===== src/rtl/alu_issue_ctrl.sv =====
// alu_issue_ctrl: decodes a MIPS instruction plus register values into the
// 4-bit ALU Func code and operand pair, held in a one-entry valid/ready
// output stage. mult/multu run in an iterative shift-add sequencer that owns
// HI/LO.
// Optional feature macro: ALU_ISSUE_MFHILO_EN (decode mfhi/mflo as pass-In2 of HI/LO).
module alu_issue_ctrl #(
    parameter int XLEN     = 32,
    parameter int MUL_STEP = 1
) (
    input  logic            clk,
    input  logic            rst_n,
    input  logic            in_valid,
    output logic            in_ready,
    input  logic [31:0]     instr,
    input  logic [XLEN-1:0] rs_val,
    input  logic [XLEN-1:0] rt_val,
    output logic            out_valid,
    input  logic            out_ready,
    output logic [3:0]      func,
    output logic [XLEN-1:0] op_a,
    output logic [XLEN-1:0] op_b,
    output logic [4:0]      dest,
    output logic            illegal,
    output logic            mul_busy,
    output logic [XLEN-1:0] hi,
    output logic [XLEN-1:0] lo
);

    localparam int ITER  = XLEN / MUL_STEP;
    localparam int CNT_W = $clog2(ITER) + 1;

    localparam logic [3:0] F_AND  = 4'b0000;
    localparam logic [3:0] F_OR   = 4'b0001;
    localparam logic [3:0] F_ADD  = 4'b0010;
    localparam logic [3:0] F_XOR  = 4'b0011;
    localparam logic [3:0] F_PASS = 4'b0101;
    localparam logic [3:0] F_SLT  = 4'b0111;
    localparam logic [3:0] F_SUB  = 4'b1010;

    typedef enum logic [1:0] {
        S_IDLE = 2'd0,
        S_LOAD = 2'd1,
        S_MUL  = 2'd2
    } state_t;

    // instruction fields
    logic [5:0]      opcode;
    logic [5:0]      funct;
    logic [4:0]      rt_idx;
    logic [4:0]      rd_idx;
    logic [15:0]     imm;
    logic [XLEN-1:0] imm_sext;
    logic [XLEN-1:0] imm_zext;
    logic            unused_rs_field;

    assign opcode   = instr[31:26];
    assign funct    = instr[5:0];
    assign rt_idx   = instr[20:16];
    assign rd_idx   = instr[15:11];
    assign imm      = instr[15:0];
    assign imm_sext = {{(XLEN-16){imm[15]}}, imm};
    assign imm_zext = {{(XLEN-16){1'b0}}, imm};
    // The rs index selects rs_val upstream; the decoder itself never needs it.
    assign unused_rs_field = ^instr[25:21];

    // state
    state_t            state_q, state_d;
    logic [CNT_W-1:0]  cnt_q, cnt_d;
    logic [2*XLEN-1:0] mcand_q, mcand_d;
    logic [XLEN-1:0]   mplier_q, mplier_d;
    logic [2*XLEN-1:0] acc_q, acc_d;
    logic              neg_q, neg_d;
    logic              msigned_q, msigned_d;
    logic [XLEN-1:0]   hi_q, hi_d;
    logic [XLEN-1:0]   lo_q, lo_d;
    logic              out_valid_q, out_valid_d;
    logic [3:0]        func_q, func_d;
    logic [XLEN-1:0]   op_a_q, op_a_d;
    logic [XLEN-1:0]   op_b_q, op_b_d;
    logic [4:0]        dest_q, dest_d;
    logic              illegal_q, illegal_d;

    // decode results
    logic [3:0]      dec_func;
    logic [XLEN-1:0] dec_a;
    logic [XLEN-1:0] dec_b;
    logic [4:0]      dec_dest;
    logic            dec_illegal;
    logic            dec_mul;
    logic            dec_mul_signed;

    logic              in_ready_c;
    logic              accept;
    logic [2*XLEN-1:0] step_acc;
    logic [2*XLEN-1:0] mul_result;
    logic [XLEN-1:0]   mag_a;
    logic [XLEN-1:0]   mag_b;
    logic [2*XLEN-1:0] pp [MUL_STEP];

    // Combinational instruction decode; anything unrecognised becomes a bubble.
    always_comb begin
        dec_func       = F_ADD;
        dec_a          = '0;
        dec_b          = '0;
        dec_dest       = '0;
        dec_illegal    = 1'b0;
        dec_mul        = 1'b0;
        dec_mul_signed = 1'b0;
        case (opcode)
            6'b000000: begin
                case (funct)
                    6'b100000, 6'b100001: begin
                        dec_func = F_ADD; dec_a = rs_val; dec_b = rt_val; dec_dest = rd_idx;
                    end
                    6'b100010, 6'b100011: begin
                        dec_func = F_SUB; dec_a = rs_val; dec_b = rt_val; dec_dest = rd_idx;
                    end
                    6'b100100: begin
                        dec_func = F_AND; dec_a = rs_val; dec_b = rt_val; dec_dest = rd_idx;
                    end
                    6'b100101: begin
                        dec_func = F_OR; dec_a = rs_val; dec_b = rt_val; dec_dest = rd_idx;
                    end
                    6'b100110: begin
                        dec_func = F_XOR; dec_a = rs_val; dec_b = rt_val; dec_dest = rd_idx;
                    end
                    6'b101010, 6'b101011: begin
                        dec_func = F_SLT; dec_a = rs_val; dec_b = rt_val; dec_dest = rd_idx;
                    end
                    6'b011000: begin
                        dec_mul = 1'b1; dec_mul_signed = 1'b1;
                    end
                    6'b011001: begin
                        dec_mul = 1'b1;
                    end
`ifdef ALU_ISSUE_MFHILO_EN
                    6'b010000: begin
                        dec_func = F_PASS; dec_b = hi_q; dec_dest = rd_idx;
                    end
                    6'b010010: begin
                        dec_func = F_PASS; dec_b = lo_q; dec_dest = rd_idx;
                    end
`endif
                    default: dec_illegal = 1'b1;
                endcase
            end
            6'b001000, 6'b001001, 6'b100011: begin
                dec_func = F_ADD; dec_a = rs_val; dec_b = imm_sext; dec_dest = rt_idx;
            end
            6'b101011: begin
                dec_func = F_ADD; dec_a = rs_val; dec_b = imm_sext;
            end
            6'b001010, 6'b001011: begin
                dec_func = F_SLT; dec_a = rs_val; dec_b = imm_sext; dec_dest = rt_idx;
            end
            6'b001100: begin
                dec_func = F_AND; dec_a = rs_val; dec_b = imm_zext; dec_dest = rt_idx;
            end
            6'b001101: begin
                dec_func = F_OR; dec_a = rs_val; dec_b = imm_zext; dec_dest = rt_idx;
            end
            6'b001110: begin
                dec_func = F_XOR; dec_a = rs_val; dec_b = imm_zext; dec_dest = rt_idx;
            end
            6'b001111: begin
                dec_func = F_PASS; dec_a = rs_val; dec_b = {imm, 16'h0000}; dec_dest = rt_idx;
            end
            6'b000100, 6'b000101: begin
                dec_func = F_SUB; dec_a = rs_val; dec_b = rt_val;
            end
            6'b000010: begin
                // j: bubble toward the ALU, nothing to write back
            end
            default: dec_illegal = 1'b1;
        endcase
    end

    // Partial products for the multiplier bits retired this cycle.
    for (genvar gi = 0; gi < MUL_STEP; gi++) begin : g_pp
        assign pp[gi] = mplier_q[gi] ? (mcand_q << gi) : '0;
    end

    // Accumulate this cycle's partial products and form the signed final result.
    always_comb begin
        step_acc = acc_q;
        for (int s = 0; s < MUL_STEP; s++) begin
            step_acc = step_acc + pp[s];
        end
        mul_result = neg_q ? (~step_acc + 1'b1) : step_acc;
    end

    // Operand magnitudes for signed multiply, taken from the latched raw values.
    always_comb begin
        mag_a = mcand_q[XLEN-1:0];
        mag_b = mplier_q;
        if (msigned_q && mcand_q[XLEN-1]) begin
            mag_a = ~mcand_q[XLEN-1:0] + 1'b1;
        end
        if (msigned_q && mplier_q[XLEN-1]) begin
            mag_b = ~mplier_q + 1'b1;
        end
    end

    assign in_ready_c = (state_q == S_IDLE) && (!out_valid_q || out_ready);
    assign accept     = in_valid && in_ready_c;

    // Next-state logic for the output stage and the multiply sequencer.
    always_comb begin
        state_d     = state_q;
        cnt_d       = cnt_q;
        mcand_d     = mcand_q;
        mplier_d    = mplier_q;
        acc_d       = acc_q;
        neg_d       = neg_q;
        msigned_d   = msigned_q;
        hi_d        = hi_q;
        lo_d        = lo_q;
        out_valid_d = out_valid_q;
        func_d      = func_q;
        op_a_d      = op_a_q;
        op_b_d      = op_b_q;
        dest_d      = dest_q;
        illegal_d   = accept && dec_illegal;

        // One-entry output buffer: multiplies never occupy it.
        if (accept && !dec_mul) begin
            out_valid_d = 1'b1;
            func_d      = dec_func;
            op_a_d      = dec_a;
            op_b_d      = dec_b;
            dest_d      = dec_dest;
        end else if (out_ready) begin
            out_valid_d = 1'b0;
        end

        case (state_q)
            S_IDLE: begin
                if (accept && dec_mul) begin
                    state_d   = S_LOAD;
                    mcand_d   = {{XLEN{1'b0}}, rs_val};
                    mplier_d  = rt_val;
                    msigned_d = dec_mul_signed;
                end
            end
            S_LOAD: begin
                neg_d    = msigned_q && (mcand_q[XLEN-1] ^ mplier_q[XLEN-1]);
                mcand_d  = {{XLEN{1'b0}}, mag_a};
                mplier_d = mag_b;
                acc_d    = '0;
                cnt_d    = CNT_W'(ITER - 1);
                state_d  = S_MUL;
            end
            S_MUL: begin
                acc_d    = step_acc;
                mcand_d  = mcand_q << MUL_STEP;
                mplier_d = mplier_q >> MUL_STEP;
                cnt_d    = cnt_q - 1'b1;
                if (cnt_q == '0) begin
                    hi_d    = mul_result[2*XLEN-1:XLEN];
                    lo_d    = mul_result[XLEN-1:0];
                    state_d = S_IDLE;
                end
            end
            default: state_d = S_IDLE;
        endcase
    end

    // State registers; reset abandons any multiply in flight.
    always_ff @(posedge clk or negedge rst_n) begin
        if (!rst_n) begin
            state_q     <= S_IDLE;
            cnt_q       <= '0;
            mcand_q     <= '0;
            mplier_q    <= '0;
            acc_q       <= '0;
            neg_q       <= 1'b0;
            msigned_q   <= 1'b0;
            hi_q        <= '0;
            lo_q        <= '0;
            out_valid_q <= 1'b0;
            func_q      <= F_ADD;
            op_a_q      <= '0;
            op_b_q      <= '0;
            dest_q      <= '0;
            illegal_q   <= 1'b0;
        end else begin
            state_q     <= state_d;
            cnt_q       <= cnt_d;
            mcand_q     <= mcand_d;
            mplier_q    <= mplier_d;
            acc_q       <= acc_d;
            neg_q       <= neg_d;
            msigned_q   <= msigned_d;
            hi_q        <= hi_d;
            lo_q        <= lo_d;
            out_valid_q <= out_valid_d;
            func_q      <= func_d;
            op_a_q      <= op_a_d;
            op_b_q      <= op_b_d;
            dest_q      <= dest_d;
            illegal_q   <= illegal_d;
        end
    end

    assign in_ready  = in_ready_c;
    assign out_valid = out_valid_q;
    assign func      = func_q;
    assign op_a      = op_a_q;
    assign op_b      = op_b_q;
    assign dest      = dest_q;
    assign illegal   = illegal_q;
    assign mul_busy  = (state_q != S_IDLE);
    assign hi        = hi_q;
    assign lo        = lo_q;

endmodule


===== config.mk =====
export PLATFORM = sky130hd
export DESIGN_NAME = alu_issue_ctrl
export DESIGN_NICKNAME = d
export VERILOG_FILES = /design/src/rtl/alu_issue_ctrl.sv
export SDC_FILE = /design/constraint.sdc
export NUM_CORES = 1
export LEC_CHECK = 0
export BUFFER_PORTS_ARGS = -buffer_cell sky130_fd_sc_hd__buf_2
export CORE_ASPECT_RATIO = 0.6
export CORE_MARGIN = 2
export CORE_UTILIZATION = 60
export CTS_CLUSTER_DIAMETER = 200
export DETAILED_ROUTE_END_ITERATION = 8
export PLACE_DENSITY = 0.82
export SYNTH_ARGS = -nofsm -noshare
export SYNTH_HDL_FRONTEND = slang
export SYNTH_SLANG_ARGS = --single-unit

===== constraint.sdc =====
create_clock -name clk -period 12.99 [get_ports clk]
set_input_delay 2.598 -clock clk [delete_from_list [all_inputs] [get_ports clk]]
set_output_delay 2.598 -clock clk [all_outputs]
set_load 0.02 [all_outputs]

### After elaboration in Yosys (flattened, before gate mapping)

Index checks and enable logic that the tools add are counted.

* add/subtract/negate cells: 5
* equal/unequal tests: 30
* muxes and demuxes: 29
* bitwise gates (word level): 4
* reductions and logical operators: 36

Operators by type and width (number)
* two-way mux 64 bit: 3
* one-hot mux 64 bit (3 select lines): 1
* two-way mux 32 bit: 5
* one-hot mux 32 bit (5 select lines): 1
* one-hot mux 64 bit (2 select lines): 1
* one-hot mux 32 bit (3 select lines): 1
* equality test 6 bit (second input constant): 11
* adder 32 x 1 -> 32 bit (second input constant): 2
* adder 64 x 1 -> 64 bit (second input constant): 1
* adder 64 bit: 1
* inverter 32 bit: 2
* inverter 64 bit: 1
* one-hot mux 32 bit (2 select lines): 1
* equality test 6 x 4 -> 1 bit (second input constant): 8
* one-hot mux 4 bit (7 select lines): 1
* one-hot mux 4 bit (5 select lines): 1
* OR reduction 9 bit: 2
* OR reduction 13 bit: 1
* equality test 6 x 3 -> 1 bit (second input constant): 2
* equality test 6 x 5 -> 1 bit (second input constant): 2
* logical NOT 6 bit: 2
* one-hot mux 6 bit (2 select lines): 1
* OR reduction 12 bit: 1
* OR reduction 11 bit: 1
* other kinds (24): 51

* flip-flop bits (word level): 309
* input port bits: 100
* output and inout bits: 141
* word-level logic and storage cells: 120

### Longest topological paths before layout

* depth in word-level cells: 7
* depth in mapped cells: 22
* depth with buffers taken out: 17

### Least setup slack after synthesis

Ideal clock, no wire load.

* path type: input-to-output
* start: in out_ready
* end: out in_ready
* arrival: 3.072 ns
* required time: 10.392 ns
* slack: 7.320 ns
* stages on the path: 3
* buffers on the path: 1
* cells stage by stage: nand2b_1 -> and2_1 -> clkbuf_1

* longest elaborated chain between the ends: 2

RTL lines
* start: declaration: RTL line 18 `input logic out_ready,`
* logical OR 1 bit: RTL line 204 `assign in_ready_c = (state_q == S_IDLE) && (!out_valid_q || out_ready);`
* logical AND 1 bit: RTL line 204
* end: declaration: RTL line 13 `output logic in_ready,`

Every way passes these cells.

### Final worst setup path

* start: reg mplier_q[0]
* end: reg hi_q[31] (netlist: hi[31])

* longest elaborated chain between the ends: 5

RTL lines
* start: declaration: RTL line 70 `logic [XLEN-1:0] mplier_q, mplier_d;`
* start signal: assignment: RTL line 290 `mplier_q <= mplier_d;`
* two-way mux 64 bit *: RTL line 180 `assign pp[gi] = mplier_q[gi] ? (mcand_q << gi) : '0;`
* adder 64 bit *: RTL line 187 `step_acc = step_acc + pp[s];`
* inverter 64 bit: RTL line 189 `mul_result = neg_q ? (~step_acc + 1'b1) : step_acc;`
* adder 64 x 1 -> 64 bit: RTL line 189
* two-way mux 64 bit *: RTL line 189
* end signal: assignment: RTL line 294 `hi_q <= hi_d;`
* end: declaration: RTL line 74 `logic [XLEN-1:0] hi_q, hi_d;`

Every way passes the cells marked *; elsewhere a longest branch is shown, timed or not.
A chain may end at the register's enable or synchronous reset.

==> results.md <==
- For this run, the number of Yosys warnings is 0.
- The starting utilization of the core area is 60.7%.
- The area of the multi-input gates is 0.0119 sq mm.
- The initial antenna violation count is 1.
- In this run, the combinational gates consume 14.6% of the power.
- The root buffer cell is sky130_fd_sc_hd__clkbuf_16.
- The number of buffers created by CTS is 30.
- The cell count after synthesis came out at 2,448.
- The worst slack on hold paths is around 470 ps.
- The via count of the first global-routing pass is 18,900.
- The path class of the lowest-slack min-delay path is reg -> reg.
- Along the worst path, the maximum fanout reaches 36.
- The final setup TNS is 0 ps.
- Across every metal layer, demand over resource in global routing totals about two fifths.
- After floorplanning, the core was divided into between 50 and 60 placement rows.
- Clock latency on the worst-skew pair, taken at its later pin, is around 600 ps.
- The final RePlAce weighted congestion is 1.02.
- The layout filler cell count is ~2,800.
- The topmost layer with routed signal wires is met5.
- Compared with the post-synthesis result, the final layout area differs by 12.2%.
- By area the synthesized netlist is led by sky130_fd_sc_hd__dfrtp_1, sky130_fd_sc_hd__o21ai_0, sky130_fd_sc_hd__nand2_1.
- The critical path goes through buf_4 > inv_1 > nor2_1 > ha_1 > a21oi_1 > o21ai_0 > a31oi_1 > a2111oi_0 > nor3_1 > xor2_1 > nand4b_1 > or3b_2 > or2_1 > o41ai_1 > xnor2_1 > o21ai_1.
- In the synthesized netlist the dominant register cell turns out to be sky130_fd_sc_hd__dfrtp_1.
- Once the clock tree was built, the resizer swapped 0 gates to a different size.
- The floorplan step set the die width to 242 um.
- The least setup slack across all paths after layout is 5950 ps.
- The first-pass GRT wire length is 113 mm.
- The count of pins over their slew limit is 0.
- The share of async-settable or async-resettable flops after synthesis is 100%.
- The clock transition at the registers of the reported paths is 70 ps.
- The largest individual stage delay along the critical path comes from the cell sky130_fd_sc_hd__a2111oi_0.
- Counting both buffers and inverters, the worst setup path holds a total of 2.
- The final antenna-violating net count is 0.
- The number of input and output port buffers inserted is 235.
- The post-route minimum period is between 7000 and 8000 ps.
- The final core area utilization is 68.1%.
- The total die area is 0.0356 sq mm.
- The H-tree depth reported by CTS is 1.
- In the routed layout, each cell is associated on average with a via count of just under 7.
- In the final layout, flip-flops and latches occupy 0.00773 sq mm.
- The total count of hold-check failures in the final report is 0.
- Among cell families on the critical path, the largest total delay comes from compound AO/OA/AOI/OAI gates.
- The top cell type by area accounts for 37.7% of the synthesized area.
- Summed over all layers, the global routing overflow is 0.
- The final clock period utilization by the worst path is 54.2%.
- The slew at the pin closest to its max-slew limit is 1420 ps.
- The worst slack at placement is 6430 ps.
- The number of buffers inserted for hold repair after clock tree synthesis is 0.
- Across the VDD grid, the largest voltage drop is 0.000103 V.
- The die boundary height is 147 um.
- The final antenna diode count is 0.
- After floorplanning, the core was sized to cover 0.0336 sq mm.
- The classification of the worst setup path is reg -> reg.
- The maximum clock skew at final layout is roughly 23 ps.
- Measured against its own limit, the worst slew margin works out to 4.78%.
- The tool flagged a number of max-cap violations equal to 0.
- The biggest cell delay along the critical path is 1050 ps.
- Setup repair after global routing left no endpoint under its margin.
- Counting distinct cell types in the post-synthesis netlist gives 85.
- The first-pass detailed-route iteration total is 7.
- The detailed router finished its first iteration with 2,985 violations.
- The average instance in the mapped netlist occupies 8.34 sq um.
- The portion of total power attributed to sequential cells is between 40% and 50%.
- The routed layout has 20,900 vias.
- Wire segments on met2 add up to approximately 27 mm in the final route.
- The number of cells in the design after placement is about 3,000.
- The TritonCTS clock tree is yes.
- Sequential elements use 37.9% of the synthesized area.
- Entering global routing, the biggest net connects 128 pins.
- Static timing analysis puts the maximum clock frequency at approximately 140 MHz.
- 241 I/O pins were placed.
- The detail-routed net length per standard cell is 23.9 um.
- After detailed routing, the wire length on met1 is about 33 mm.
- STA classifies the critical path startpoint as a register.
- After synthesis the cells add up to 0.0204 sq mm.
- The net count of the finished layout is 2,759.
- Summed over all layers, the routed wires come to 73.3 mm.
- The share of total power consumed by net switching is 29.3%.
- The commonest cells after synthesis are sky130_fd_sc_hd__nand2_1, sky130_fd_sc_hd__dfrtp_1, sky130_fd_sc_hd__o21ai_0.
- The final-report setup violation count is 0.
- The HPWL after detailed placement is about 56 mm.
- The clock share of power is 39.8%.
- The total power divided by cell area is 104 mW/mm^2.
- The data arrival time at the worst-slack endpoint is 7470 ps.
- STA classifies the critical path endpoint as a register.
- STA puts the critical path data required time at 13,410 ps.
- The run finished with clean final reports.
- After the flow finishes, the layout carries non-filler instances totaling 3,066.
- The buffer depth of the longest clock path is 3.
- The library cell with the highest instance count after synthesis is sky130_fd_sc_hd__nand2_1.
- Detailed routing placed a total of 11.7 mm of wire on met3.
- The ratio of cells with drive above 1 in the final layout is 14.3%.
- In this run, synthesis inferred 0 flip-flops with an integrated enable.
- The post-CTS setup repair buffer count is 0.
- The net switching power of the design is 0.000698 W.
- The count of state elements after synthesis is about 300.
- The biggest area contributor in the post-synthesis netlist is sky130_fd_sc_hd__dfrtp_1.
- The number of design rule violations left after detail routing is 0.
- The internal power component is 0.00168 W.
- The analysis attributes to cell leakage a power of 10.7 nW.
- When the netlist entered floorplanning its net count stood at 2,621.
- Counting every sink on the clock net gives 309.
worst paths after layout:
kind | slack (ps) | cells after the start | from | endpoint
min in group asynchronous | 2050 | 1 | rst_n | op_b[15]
max reg2reg | 5950 | 16 | mplier_q[0] | hi[31]
min reg2reg | 470 | 2 | hi[6] | hi[6]
max | 5950 | 16 | mplier_q[0] | hi[31]
max in group asynchronous | 8730 | 3 | rst_n | hi[14]
min | 470 | 2 | hi[6] | hi[6]
final cells by class:
class                   instances  share of cell area [%]
multi-input cells            1925                    52.0
repair buffers                274                    6.45
well taps                     459                    2.51
clock inverters                12                   0.759
inverters                      46                   0.764
clock buffers                  41                    3.81
flip-flops and latches        309                    33.7
routing by layer:
layer  vias up  global-route usage, %
li1       9307                      -
met4         2                   5.74
met5         -                      0
met2      1331                   50.8
met1     10200                   64.7
met3        91                   16.1
through the flow:
step                power [W]  instance area [sq um]
finish                0.00238                  22900
global route          0.00246                  22900
CTS                   0.00237                  22900
detailed placement    0.00143                  21900
global placement      0.00142                  21900
floorplan             0.00130                  20400
worst reg2reg max path, delay by kind of cell (launching register included):
family	cells	cell delay (ps)
AO/OA/AOI/OAI	6	2570
XOR/XNOR	2	1030
AND/OR/NAND/NOR	5	1530
flip-flops	1	840
buffers and inverters	2	710
adder cells (fa/ha/maj)	1	200
power groups by stage:
stage	registers [W]	clock network, W	logic (W)
6_report	0.00108	0.000948	0.000349
2_1_floorplan	0.00109	0	0.000217
4_1_cts	0.00108	0.000950	0.000341
3_5_place_dp	0.00110	0	0.000337
3_3_place_gp	0.00109	0	0.000323
5_1_grt	0.00109	0.000990	0.000381
flip-flops by register name, summed over array words and instances, names as in the netlist:
register and flops:
neg_q 1, acc_q 64, state_q 2, func 4, out_valid 1, illegal 1
mcand_q 64, mplier_q 32, hi 32, dest 5, op_a 32, msigned_q 1
op_b 32, lo 32, cnt_q 6
layout by cell type, fill, tap and decap left out, types with 18 or more instances in the layout:
master / count
sky130_fd_sc_hd__a211oi_1: 19
sky130_fd_sc_hd__a21o_1: 31
sky130_fd_sc_hd__a21oi_1: 112
sky130_fd_sc_hd__a221oi_1: 49
sky130_fd_sc_hd__a222oi_1: 34
sky130_fd_sc_hd__a22o_1: 68
sky130_fd_sc_hd__a22oi_1: 27
sky130_fd_sc_hd__and2_1: 75
sky130_fd_sc_hd__buf_2: 234
sky130_fd_sc_hd__buf_4: 39
sky130_fd_sc_hd__clkbuf_16: 31
sky130_fd_sc_hd__dfrtp_1: 308
sky130_fd_sc_hd__ha_1: 72
sky130_fd_sc_hd__inv_1: 45
sky130_fd_sc_hd__nand2_1: 323
sky130_fd_sc_hd__nand3_1: 62
sky130_fd_sc_hd__nand4_1: 42
sky130_fd_sc_hd__nor2_1: 185
sky130_fd_sc_hd__nor3_1: 60
sky130_fd_sc_hd__o211ai_1: 18
sky130_fd_sc_hd__o21ai_0: 285
sky130_fd_sc_hd__o2bb2ai_1: 35
sky130_fd_sc_hd__o31ai_1: 27
sky130_fd_sc_hd__or2_2: 18
sky130_fd_sc_hd__or3_1: 34
sky130_fd_sc_hd__xnor2_1: 55
sky130_fd_sc_hd__xor2_1: 51
cells by family (layout without fill, tap and decap cells):
group / Yosys count / count (layout) / synth area share [%]
adder cells (fa/ha/maj): 73 / 73 / 4.51
flip-flops: 309 / 309 / 37.9
AO/OA/AOI/OAI: 837 / 837 / 27.6
XOR/XNOR: 106 / 106 / 4.54
multiplexers: 5 / 5 / 0.263
AND/OR/NAND/NOR: 904 / 904 / 21.2
buffers and inverters: 214 / 373 / 3.99
Power figures use the tool's default switching activity.
